===== config.mk =====
export PLATFORM = sky130hd
export DESIGN_NAME = led_seq_ctrl
export DESIGN_NICKNAME = d
export VERILOG_FILES = /design/src/rtl/led_ctrl_pkg.sv /design/src/rtl/btn_edge_sync.sv /design/src/rtl/led_seq_ctrl.sv
export SDC_FILE = /design/constraint.sdc
export NUM_CORES = 1
export LEC_CHECK = 0
export CAP_MARGIN = 20
export CORE_ASPECT_RATIO = 0.8
export CORE_MARGIN = 2
export CORE_UTILIZATION = 53
export DETAILED_ROUTE_END_ITERATION = 12
export GPL_ROUTABILITY_DRIVEN = 0
export PLACE_DENSITY = 0.75
export SYNTH_ARGS = -nofsm -noshare
export SYNTH_HDL_FRONTEND = slang
export SYNTH_SLANG_ARGS = --single-unit

===== constraint.sdc =====
create_clock -name clock -period 1.8 [get_ports clock]
set_input_delay 0.36 -clock clock [delete_from_list [all_inputs] [get_ports clock]]
set_output_delay 0.36 -clock clock [all_outputs]
set_load 0.03 [all_outputs]

===== src/rtl/led_ctrl_pkg.sv =====
// ----------------------------------------------------------------------------
// led_ctrl_pkg
// Shared constants for the LED sequencer controller: FSM state encodings,
// speed-select codes and default rate/debounce settings. The same values are
// used by the top level and the bench.
// ----------------------------------------------------------------------------
package led_ctrl_pkg;

    // FSM state encodings (also driven onto the status LEDs)
    localparam logic [1:0] ST_IDLE  = 2'b00;
    localparam logic [1:0] ST_RUN   = 2'b01;
    localparam logic [1:0] ST_PAUSE = 2'b10;

    // Speed-select codes, 0 = fastest
    localparam logic [1:0] SPD_0 = 2'b00;
    localparam logic [1:0] SPD_1 = 2'b01;
    localparam logic [1:0] SPD_2 = 2'b10;
    localparam logic [1:0] SPD_3 = 2'b11;

    // Default terminal counts and button filter length
    localparam int unsigned LIM0_DEF     = (2**24) - 1;
    localparam int unsigned LIM1_DEF     = (2**25) - 1;
    localparam int unsigned LIM2_DEF     = (2**26) - 1;
    localparam int unsigned LIM3_DEF     = (2**27) - 1;
    localparam int unsigned DEBOUNCE_DEF = 2**20;

endpackage : led_ctrl_pkg


===== src/rtl/btn_edge_sync.sv =====
// ----------------------------------------------------------------------------
// btn_edge_sync
// Conditions an asynchronous push-button: 2-FF synchronizer, optional
// debounce filter, then a rising-edge detector producing a one-cycle pulse.
// Optional feature macro: LED_SEQ_DEBOUNCE_EN (enables the debounce filter
// and the DEBOUNCE_CYCLES parameter).
// Ports:
//   clock     in   clock
//   i_reset   in   synchronous active-high reset
//   i_btn     in   raw button, asynchronous
//   o_rise_c  out  one-cycle pulse on a filtered rising edge (decoded from
//                  registers, no path from i_btn)
// ----------------------------------------------------------------------------
module btn_edge_sync
    import led_ctrl_pkg::*;
`ifdef LED_SEQ_DEBOUNCE_EN
#(
    parameter int unsigned DEBOUNCE_CYCLES = DEBOUNCE_DEF
)
`endif
(
    input  logic clock,
    input  logic i_reset,
    input  logic i_btn,
    output logic o_rise_c
);

    logic r_sync1;
    logic r_sync2;
    logic r_level_d;
    logic w_level;

    // Metastability synchronizer
    always_ff @(posedge clock) begin
        if (i_reset) begin
            r_sync1 <= 1'b0;
            r_sync2 <= 1'b0;
        end else begin
            r_sync1 <= i_btn;
            r_sync2 <= r_sync1;
        end
    end

`ifdef LED_SEQ_DEBOUNCE_EN
    localparam int unsigned NB_DB = (DEBOUNCE_CYCLES > 1) ? $clog2(DEBOUNCE_CYCLES) : 1;
    localparam logic [NB_DB-1:0] DB_LAST = NB_DB'(DEBOUNCE_CYCLES - 1);

    logic [NB_DB-1:0] r_db_cnt;
    logic             r_filt;

    // Filtered level follows the synchronized input only after
    // DEBOUNCE_CYCLES consecutive samples that differ from it.
    always_ff @(posedge clock) begin
        if (i_reset) begin
            r_db_cnt <= '0;
            r_filt   <= 1'b0;
        end else if (r_sync2 == r_filt) begin
            r_db_cnt <= '0;
        end else if (r_db_cnt == DB_LAST) begin
            r_db_cnt <= '0;
            r_filt   <= r_sync2;
        end else begin
            r_db_cnt <= r_db_cnt + NB_DB'(1);
        end
    end

    assign w_level = r_filt;
`else
    assign w_level = r_sync2;
`endif

    // Previous level for edge detection
    always_ff @(posedge clock) begin
        if (i_reset) begin
            r_level_d <= 1'b0;
        end else begin
            r_level_d <= w_level;
        end
    end

    assign o_rise_c = w_level & ~r_level_d;

endmodule : btn_edge_sync


===== src/rtl/led_seq_ctrl.sv =====
// ----------------------------------------------------------------------------
// led_seq_ctrl
// Sequencer for the LED shift register: run/pause FSM, programmable rate
// counter producing a one-cycle advance strobe, and a direction level toggled
// by a push-button.
// Optional feature macro: LED_SEQ_DEBOUNCE_EN (debounce the direction button).
// Ports:
//   clock      in   single clock
//   i_reset    in   synchronous active-high reset
//   i_enable   in   run switch (0 forces IDLE)
//   i_pause    in   pause switch
//   i_speed    in   rate select, 0 = fastest
//   i_btn_dir  in   raw direction button, asynchronous
//   o_valid    out  advance strobe, one cycle wide
//   o_reverse  out  direction level
//   o_state    out  FSM state for status LEDs
// ----------------------------------------------------------------------------
module led_seq_ctrl
    import led_ctrl_pkg::*;
#(
    parameter int unsigned NB_COUNTER      = 32,
    parameter int unsigned LIM0            = LIM0_DEF,
    parameter int unsigned LIM1            = LIM1_DEF,
    parameter int unsigned LIM2            = LIM2_DEF,
    parameter int unsigned LIM3            = LIM3_DEF,
    parameter int unsigned DEBOUNCE_CYCLES = DEBOUNCE_DEF
)(
    input  logic       clock,
    input  logic       i_reset,
    input  logic       i_enable,
    input  logic       i_pause,
    input  logic [1:0] i_speed,
    input  logic       i_btn_dir,
    output logic       o_valid,
    output logic       o_reverse,
    output logic [1:0] o_state
);

    // Elaboration-time sanity checks on the configuration
    if (((LIM0 | LIM1 | LIM2 | LIM3) >> NB_COUNTER) != 0) begin : g_bad_width
        $error("led_seq_ctrl: NB_COUNTER too narrow for LIMx");
    end
    if (DEBOUNCE_CYCLES == 0) begin : g_bad_debounce
        $error("led_seq_ctrl: DEBOUNCE_CYCLES must be at least 1");
    end

    logic [1:0]            r_state;
    logic [1:0]            w_state_nxt;
    logic [NB_COUNTER-1:0] r_count;
    logic [NB_COUNTER-1:0] w_count_nxt;
    logic [NB_COUNTER-1:0] r_limit;
    logic [NB_COUNTER-1:0] w_limit_nxt;
    logic [NB_COUNTER-1:0] w_lim_sel;
    logic                  w_wrap;
    logic                  r_reverse;
    logic                  w_dir_rise;

    // Direction button conditioning
`ifdef LED_SEQ_DEBOUNCE_EN
    btn_edge_sync #(
        .DEBOUNCE_CYCLES (DEBOUNCE_CYCLES)
    ) u_btn_dir (
        .clock    (clock),
        .i_reset  (i_reset),
        .i_btn    (i_btn_dir),
        .o_rise_c (w_dir_rise)
    );
`else
    btn_edge_sync u_btn_dir (
        .clock    (clock),
        .i_reset  (i_reset),
        .i_btn    (i_btn_dir),
        .o_rise_c (w_dir_rise)
    );
`endif

    // Terminal-count select
    always_comb begin
        w_lim_sel = NB_COUNTER'(LIM0);
        case (i_speed)
            SPD_1:   w_lim_sel = NB_COUNTER'(LIM1);
            SPD_2:   w_lim_sel = NB_COUNTER'(LIM2);
            SPD_3:   w_lim_sel = NB_COUNTER'(LIM3);
            default: w_lim_sel = NB_COUNTER'(LIM0);
        endcase
    end

    assign w_wrap = (r_count == r_limit);

    // Next state and counter/limit update. The datapath action follows the
    // current state, so the edge leaving RUN still counts and the edge
    // leaving PAUSE still holds: pausing never adds or drops RUN cycles.
    always_comb begin
        w_state_nxt = r_state;
        w_count_nxt = r_count;
        w_limit_nxt = r_limit;

        case (r_state)
            ST_IDLE: begin
                w_state_nxt = i_pause ? ST_PAUSE : ST_RUN;
                w_count_nxt = '0;
                w_limit_nxt = w_lim_sel;
            end
            ST_RUN: begin
                if (i_pause) begin
                    w_state_nxt = ST_PAUSE;
                end
                if (w_wrap) begin
                    w_count_nxt = '0;
                    w_limit_nxt = w_lim_sel;
                end else begin
                    w_count_nxt = r_count + NB_COUNTER'(1);
                end
            end
            ST_PAUSE: begin
                if (!i_pause) begin
                    w_state_nxt = ST_RUN;
                end
            end
            default: begin
                w_state_nxt = ST_IDLE;
                w_count_nxt = '0;
            end
        endcase

        // Run switch off overrides everything
        if (!i_enable) begin
            w_state_nxt = ST_IDLE;
            w_count_nxt = '0;
        end
    end

    // State, counter, limit and direction registers
    always_ff @(posedge clock) begin
        if (i_reset) begin
            r_state   <= ST_IDLE;
            r_count   <= '0;
            r_limit   <= NB_COUNTER'(LIM0);
            r_reverse <= 1'b0;
        end else begin
            r_state   <= w_state_nxt;
            r_count   <= w_count_nxt;
            r_limit   <= w_limit_nxt;
            r_reverse <= r_reverse ^ w_dir_rise;
        end
    end

    assign o_valid   = (r_state == ST_RUN) && w_wrap;
    assign o_reverse = r_reverse;
    assign o_state   = r_state;

endmodule : led_seq_ctrl

# [After elaboration in Yosys (flattened, before gate mapping)]
# Index checks and enable logic that the tools add are counted.
[totals] elab_cells=36 ff_bits=70
[classes] add_sub_neg=1 n_reduce_logical=6 bitwise=4 eq_ne=9 mux=9
[ops] op="32-bit one-hot mux with 2 select lines" count=2
[ops] op="27-bit one-hot mux with 3 select lines" count=1
[ops] op="32-bit two-way mux" count=2
[ops] op="32-bit by 1-bit adder with 32-bit output, second input constant" count=1
[ops] op="32-bit equality test" count=1
[ops] op="2-bit equality test, second input constant" count=3
[ops] op="2-bit two-way mux" count=3
[ops] op="2-bit != test, second input constant" count=3
[ops] op="2-bit one-hot mux with 3 select lines" count=1
[ops] op="2-bit by 1-bit equality test with 1-bit output, second input constant" count=2
[ops] op="2-bit AND reduction" count=2
[ops] op="2-bit zero test" count=1
[ops] op="1-bit NOT" count=2
[ops] op="2-bit nonzero test" count=1
[ops] op="2-bit OR reduction" count=1
[ops] op="1-bit bitwise AND" count=1
[ops] op="1-bit logical AND" count=1
[ops] op="1-bit bitwise XOR" count=1

# [Longest topological paths before layout]
[logic_depth] ltp_word=4 ltp_mapped=9 mapped_depth_nobuf=7

# [Hierarchy]
# A second synthesis with hierarchy kept.
[hier_totals] cells_unflattened=258 hier_area_um2=2115.8
[modules_own_cells] module="led_seq_ctrl" area_per_inst_um2=2028.2 n_inst=1 cells_each=251 seq_area_each_um2=760.7
[modules_own_cells] module="btn_edge_sync" area_per_inst_um2=87.6 n_inst=1 cells_each=7 seq_area_each_um2=60.1

# [Worst setup path after synthesis]
# No wires, ideal clock.
[synth_timing] kind="flip-flop to flip-flop" startpoint="register r_count[0]" endpoint="register r_count[29]" arrival_ns=1.799 period_less_slack_ns=1.920 slack_ns=-0.120 required_ns=1.679 path_buffers=1 stages_incl_launch_ff=9 path_cell_list="dfxtp_1 ha_1 nand3_1 nor4_2 and4_4 nor3_2 buf_6 a21o_1 mux2_4"
[synth_between] elab_chain_len=3 elab_cells_between_ends=4 classes_between="add/sub: 1; eq/ne: 1; mux: 2"
[synth_rtl] item="start, declared" line="led_seq_ctrl.sv:49" text="logic [NB_COUNTER-1:0] r_count;"
[synth_rtl] item="start signal, assigned" line="led_seq_ctrl.sv:142" text="r_count <= w_count_nxt;"
[synth_rtl] item="32-bit by 1-bit adder with 32-bit output / 32-bit equality test (equally long branches)" line="led_seq_ctrl.sv:112, led_seq_ctrl.sv:88"
[synth_rtl] item="32-bit two-way mux *" line="led_seq_ctrl.sv:108" text="if (w_wrap) begin"
[synth_rtl] item="32-bit one-hot mux with 2 select lines *" line="led_seq_ctrl.sv:98" text="case (r_state)"
# Every way passes the cells marked *; elsewhere a longest branch is shown, timed or not.
# A chain may end at the register's enable or synchronous reset.

# [Final worst setup path]
[layout_timing] startpoint="register r_count[22]" endpoint="output port o_valid"
[layout_between] elab_chain_len=2
[layout_rtl] item="32-bit equality test" line="led_seq_ctrl.sv:88" text="assign w_wrap = (r_count == r_limit);"
[layout_rtl] item="1-bit logical AND" line="led_seq_ctrl.sv:148" text="assign o_valid = (r_state == ST_RUN) && w_wrap;"
[layout_rtl] item="end, declared" line="led_seq_ctrl.sv:34" text="output logic o_valid,"
# Every way passes these cells.

==> impl_results.md <==
- Proportion of netlist area held by the largest area contributor: about two fifths
- Total routing resource utilization after global routing: 34.0%
- Final number of setup-violating endpoints: 36
- Max Clk Rate: between 0.4 and 0.5 GHz
- Worst Setup Slack, final: -336 ps
- CTS buffer count: 5
- Top flip-flop cell by instance count after synthesis: sky130_fd_sc_hd__dfxtp_1
- Row count: 20
- Commonest cells in the synthesized netlist: 41 x sky130_fd_sc_hd__dfxtp_1, 26 x sky130_fd_sc_hd__nand2_1, 18 x sky130_fd_sc_hd__nor2_1, 16 x sky130_fd_sc_hd__nand3_1, 14 x sky130_fd_sc_hd__o21ai_0
- R2R setup slack: -330 ps
- Crit Path Category: register to output pin
- Area of the core region: between 0.003 and 0.004 sq mm
- Final standard cell count with taps included and fillers excluded: roughly 400
- Top-count cell post-synth: sky130_fd_sc_hd__dfxtp_1
- Post-synthesis sequential element count: 41
- Post-synthesis cell count: between 200 and 250
- Type of destination of the critical path: output pin
- Async set-or-reset flop fraction in the synthesized netlist: 0%
- Count of pins over their slew limit: 0
- Horizontal die dimension: 73.3 um
- Vias per std cell: around 7.0
- M1 wire length: 3.42 mm
- Wire length of the first global-routing pass: 11.1 mm
- Netlist area before placement: approximately 0.0020 sq mm
- Crit path launch type: register
- Worst Path Arrival: ~1800 ps
- Overflow after GRT: 0
- Final core occ: 91.6%
- Violated checks: negative setup slack
- Die Footprint: approximately 0.0044 sq mm
- Number of iterations in the first detailed-routing pass: 6
- Layout-stage area growth over the synthesis result: 68.8%
- Final hold violation count: 0
- Max-cap violations: 0
- Height of the die: around 59 um
- Worst reg2reg path depth: 9
- Number of nets produced by synthesis: 254
- TritonCTS clock tree: done
- DRT antenna net count: 0
- Fill cell count: ~140
- Final period utilization: 119%
- Hold buffer count at cts: 0
- Antenna violations before repair: 0
- Remaining max-slew budget at the tightest pin: about three quarters
- Number of port buffers: 10
- H-Tree Level Count: 2
- Origin of the critical flop-to-flop path: r_limit[26]
- CTS sink cnt: 41
- Leakage component of the power: approximately 0.0015 uW
- Largest fanout on the critical path: 3
- Maximum ir drop on the vdd rail: ~0.64 mV
- Post-synth top area cell: sky130_fd_sc_hd__dfxtp_1
- Hold depth: 1
- Remaining design rule violation count: 0
- Clock slew at reported path FFs: around 90 ps
- Routed wl met3: between 1 and 1.5 mm
- Ratio of total power to cell area: ~500 mW/mm^2
- Status: finished with violations
- Initial Utilization: a little over half
- Max Clock Skew: between 7 and 8 ps
- Via count of the first global-routing pass: 2268
- Number of flops mapped to enable cells by yosys: 0
- Hold_sp: u_btn_dir.r_sync1
- Nets: 360
- Uppermost layer routed: met4
- Clock latency at the later pin of the worst-skew pair: roughly 300 ps
- Top cells by area in the synthesized netlist: sky130_fd_sc_hd__dfxtp_1 40%, sky130_fd_sc_hd__nand2_1 4.8%, sky130_fd_sc_hd__nand3_1 3.9%
- Register area share after synthesis: slightly above 40%
- CP required: about 1400 ps
- Largest net degree at the start of global routing: 15
- Post-Synthesis Mean Instance Area: about 8.3 sq um
- Count of pins on the block boundary: 11
- Crit path time final: 2140 ps
- Ratio of cells with drive above 1 in the final layout: around half
- Total placed cells including tap cells: approximately 360
- Number of diodes added for antenna fixing: 0
- YS warnings: 0
- Clock tree buffer depth: 2
- Terminating pin of the worst hold path: u_btn_dir.r_sync2
- Hpwl dp: 3.89 mm
- Average wire per cell in the routed design: between 20 and 30 um
- Initial DRC count: 360
- RSZ-0062 raised after global routing: yes
- Worst r2r dst: r_count[11]
- Min-Delay Path Class: register to register
- Post-detailed-routing wire length: about 10 mm
- Count of distinct cell types in the synthesized netlist: 44
- Met2 routed WL: approximately 4.5 mm
- Cell at the root of the clock tree: sky130_fd_sc_hd__clkbuf_8
- Slew at the pin with the worst max-slew slack: 384 ps
- Via total after detailed routing: 2778
==> state kept, by name, summed over array words and instances, names as in the netlist <==
name                 count
u_btn_dir.r_sync1        1
o_state                  2
r_limit                  3
o_reverse                1
u_btn_dir.r_sync2        1
r_count                 32
u_btn_dir.r_level_d      1
==> kinds of logic after synthesis <==
| logic type | Yosys count | share of synthesized area [%] |
|---|---|---|
| adder cells (fa/ha/maj) | 1 | 0.614 |
| multiplexers | 5 | 2.76 |
| XOR/XNOR | 9 | 3.87 |
| AO/OA/AOI/OAI | 54 | 16.4 |
| flip-flops | 41 | 40.3 |
| AND/OR/NAND/NOR | 122 | 32.8 |
| buffers and inverters | 14 | 3.26 |
==> worst max-delay path: stages (launching register included) <==
cell and delay [ps]:
sky130_fd_sc_hd__dfxtp_2 380, sky130_fd_sc_hd__nand2_1 100, sky130_fd_sc_hd__buf_4 170, sky130_fd_sc_hd__nor4_4 220, sky130_fd_sc_hd__and3_1 220, sky130_fd_sc_hd__and4b_2 250
sky130_fd_sc_hd__buf_6 130
==> metal layers <==
metal | track usage [%] | vias to the layer above
met5 | 0 | -
met3 | 6.80 | 111
met4 | 17.9 | 0
met1 | 42.7 | 1264
li1 | - | 1120
met2 | 55.5 | 283
==> where the power goes <==
part / internal (uW) / total [uW] / switching (uW)
combinational: 78.8 / 155 / 76.2
clock: 347 / 687 / 340
sequential: 917 / 927 / 9.85
total: 1340 / 1770 / 426
==> metrics by stage <==
stage                     power (uW)  instance area (sq um)  setup WS (ps)  setup TNS (ps)  hold WS (ps)
after floorplan                  993                   2080          -64.0            -211           414
after global placement          1050                   2740           -176           -2500           436
after detailed placement        1060                   2740           -210           -3310           443
after CTS                       1720                   3180           -261           -3930           457
after global routing            1800                   3440           -466          -10980           493
final                           1770                   3440           -336           -8390           495
==> worst max path at each step <==
| stage | start | endpoint | slack (ps) |
|---|---|---|---|
| 2_1_floorplan | r_count[27] | r_count[29] | -60 |
| 3_3_place_gp | i_reset | r_count[21] | -180 |
| 3_5_place_dp | i_reset | r_count[22] | -210 |
| 4_1_cts | r_count[19] | o_valid | -260 |
| 5_1_grt | r_count[22] | o_valid | -470 |
| 6_report | r_count[22] | o_valid | -340 |
==> cell type report <==
cell class	instances	area (sq um)	area share, %
Clock inverter	1	5.00	0.146
Inverter	7	26.3	0.764
Timing Repair Buffer	106	972	28.3
Tap cell	44	55.1	1.60
Sequential cell	41	850	24.7
Clock buffer	7	96.3	2.80
Multi-Input combinational cell	191	1430	41.7
==> repair_timing <==
| action | in CTS | in global routing |
|---|---|---|
| buffers inserted | 14 | 9 |
| gates resized for setup | 49 | 64 |
| endpoints found under the setup margin | 29 | 36 |
| cloned | 3 | 1 |
| pin swaps | 22 | 20 |
==> cells in the final DEF (no fill, tap or decap), types with 8 or more instances in the layout <==
cell type and n:
sky130_fd_sc_hd__nand4_1 10, sky130_fd_sc_hd__clkdlybuf4s50_1 8, sky130_fd_sc_hd__dfxtp_1 18, sky130_fd_sc_hd__buf_4 71, sky130_fd_sc_hd__o21ai_1 8, sky130_fd_sc_hd__a31oi_1 10
sky130_fd_sc_hd__nor2_1 16, sky130_fd_sc_hd__nand3_1 10, sky130_fd_sc_hd__and3_1 8, sky130_fd_sc_hd__dfxtp_2 23, sky130_fd_sc_hd__nand2_1 24, sky130_fd_sc_hd__buf_6 20
Note: power is estimated with default switching activity, not from simulation.
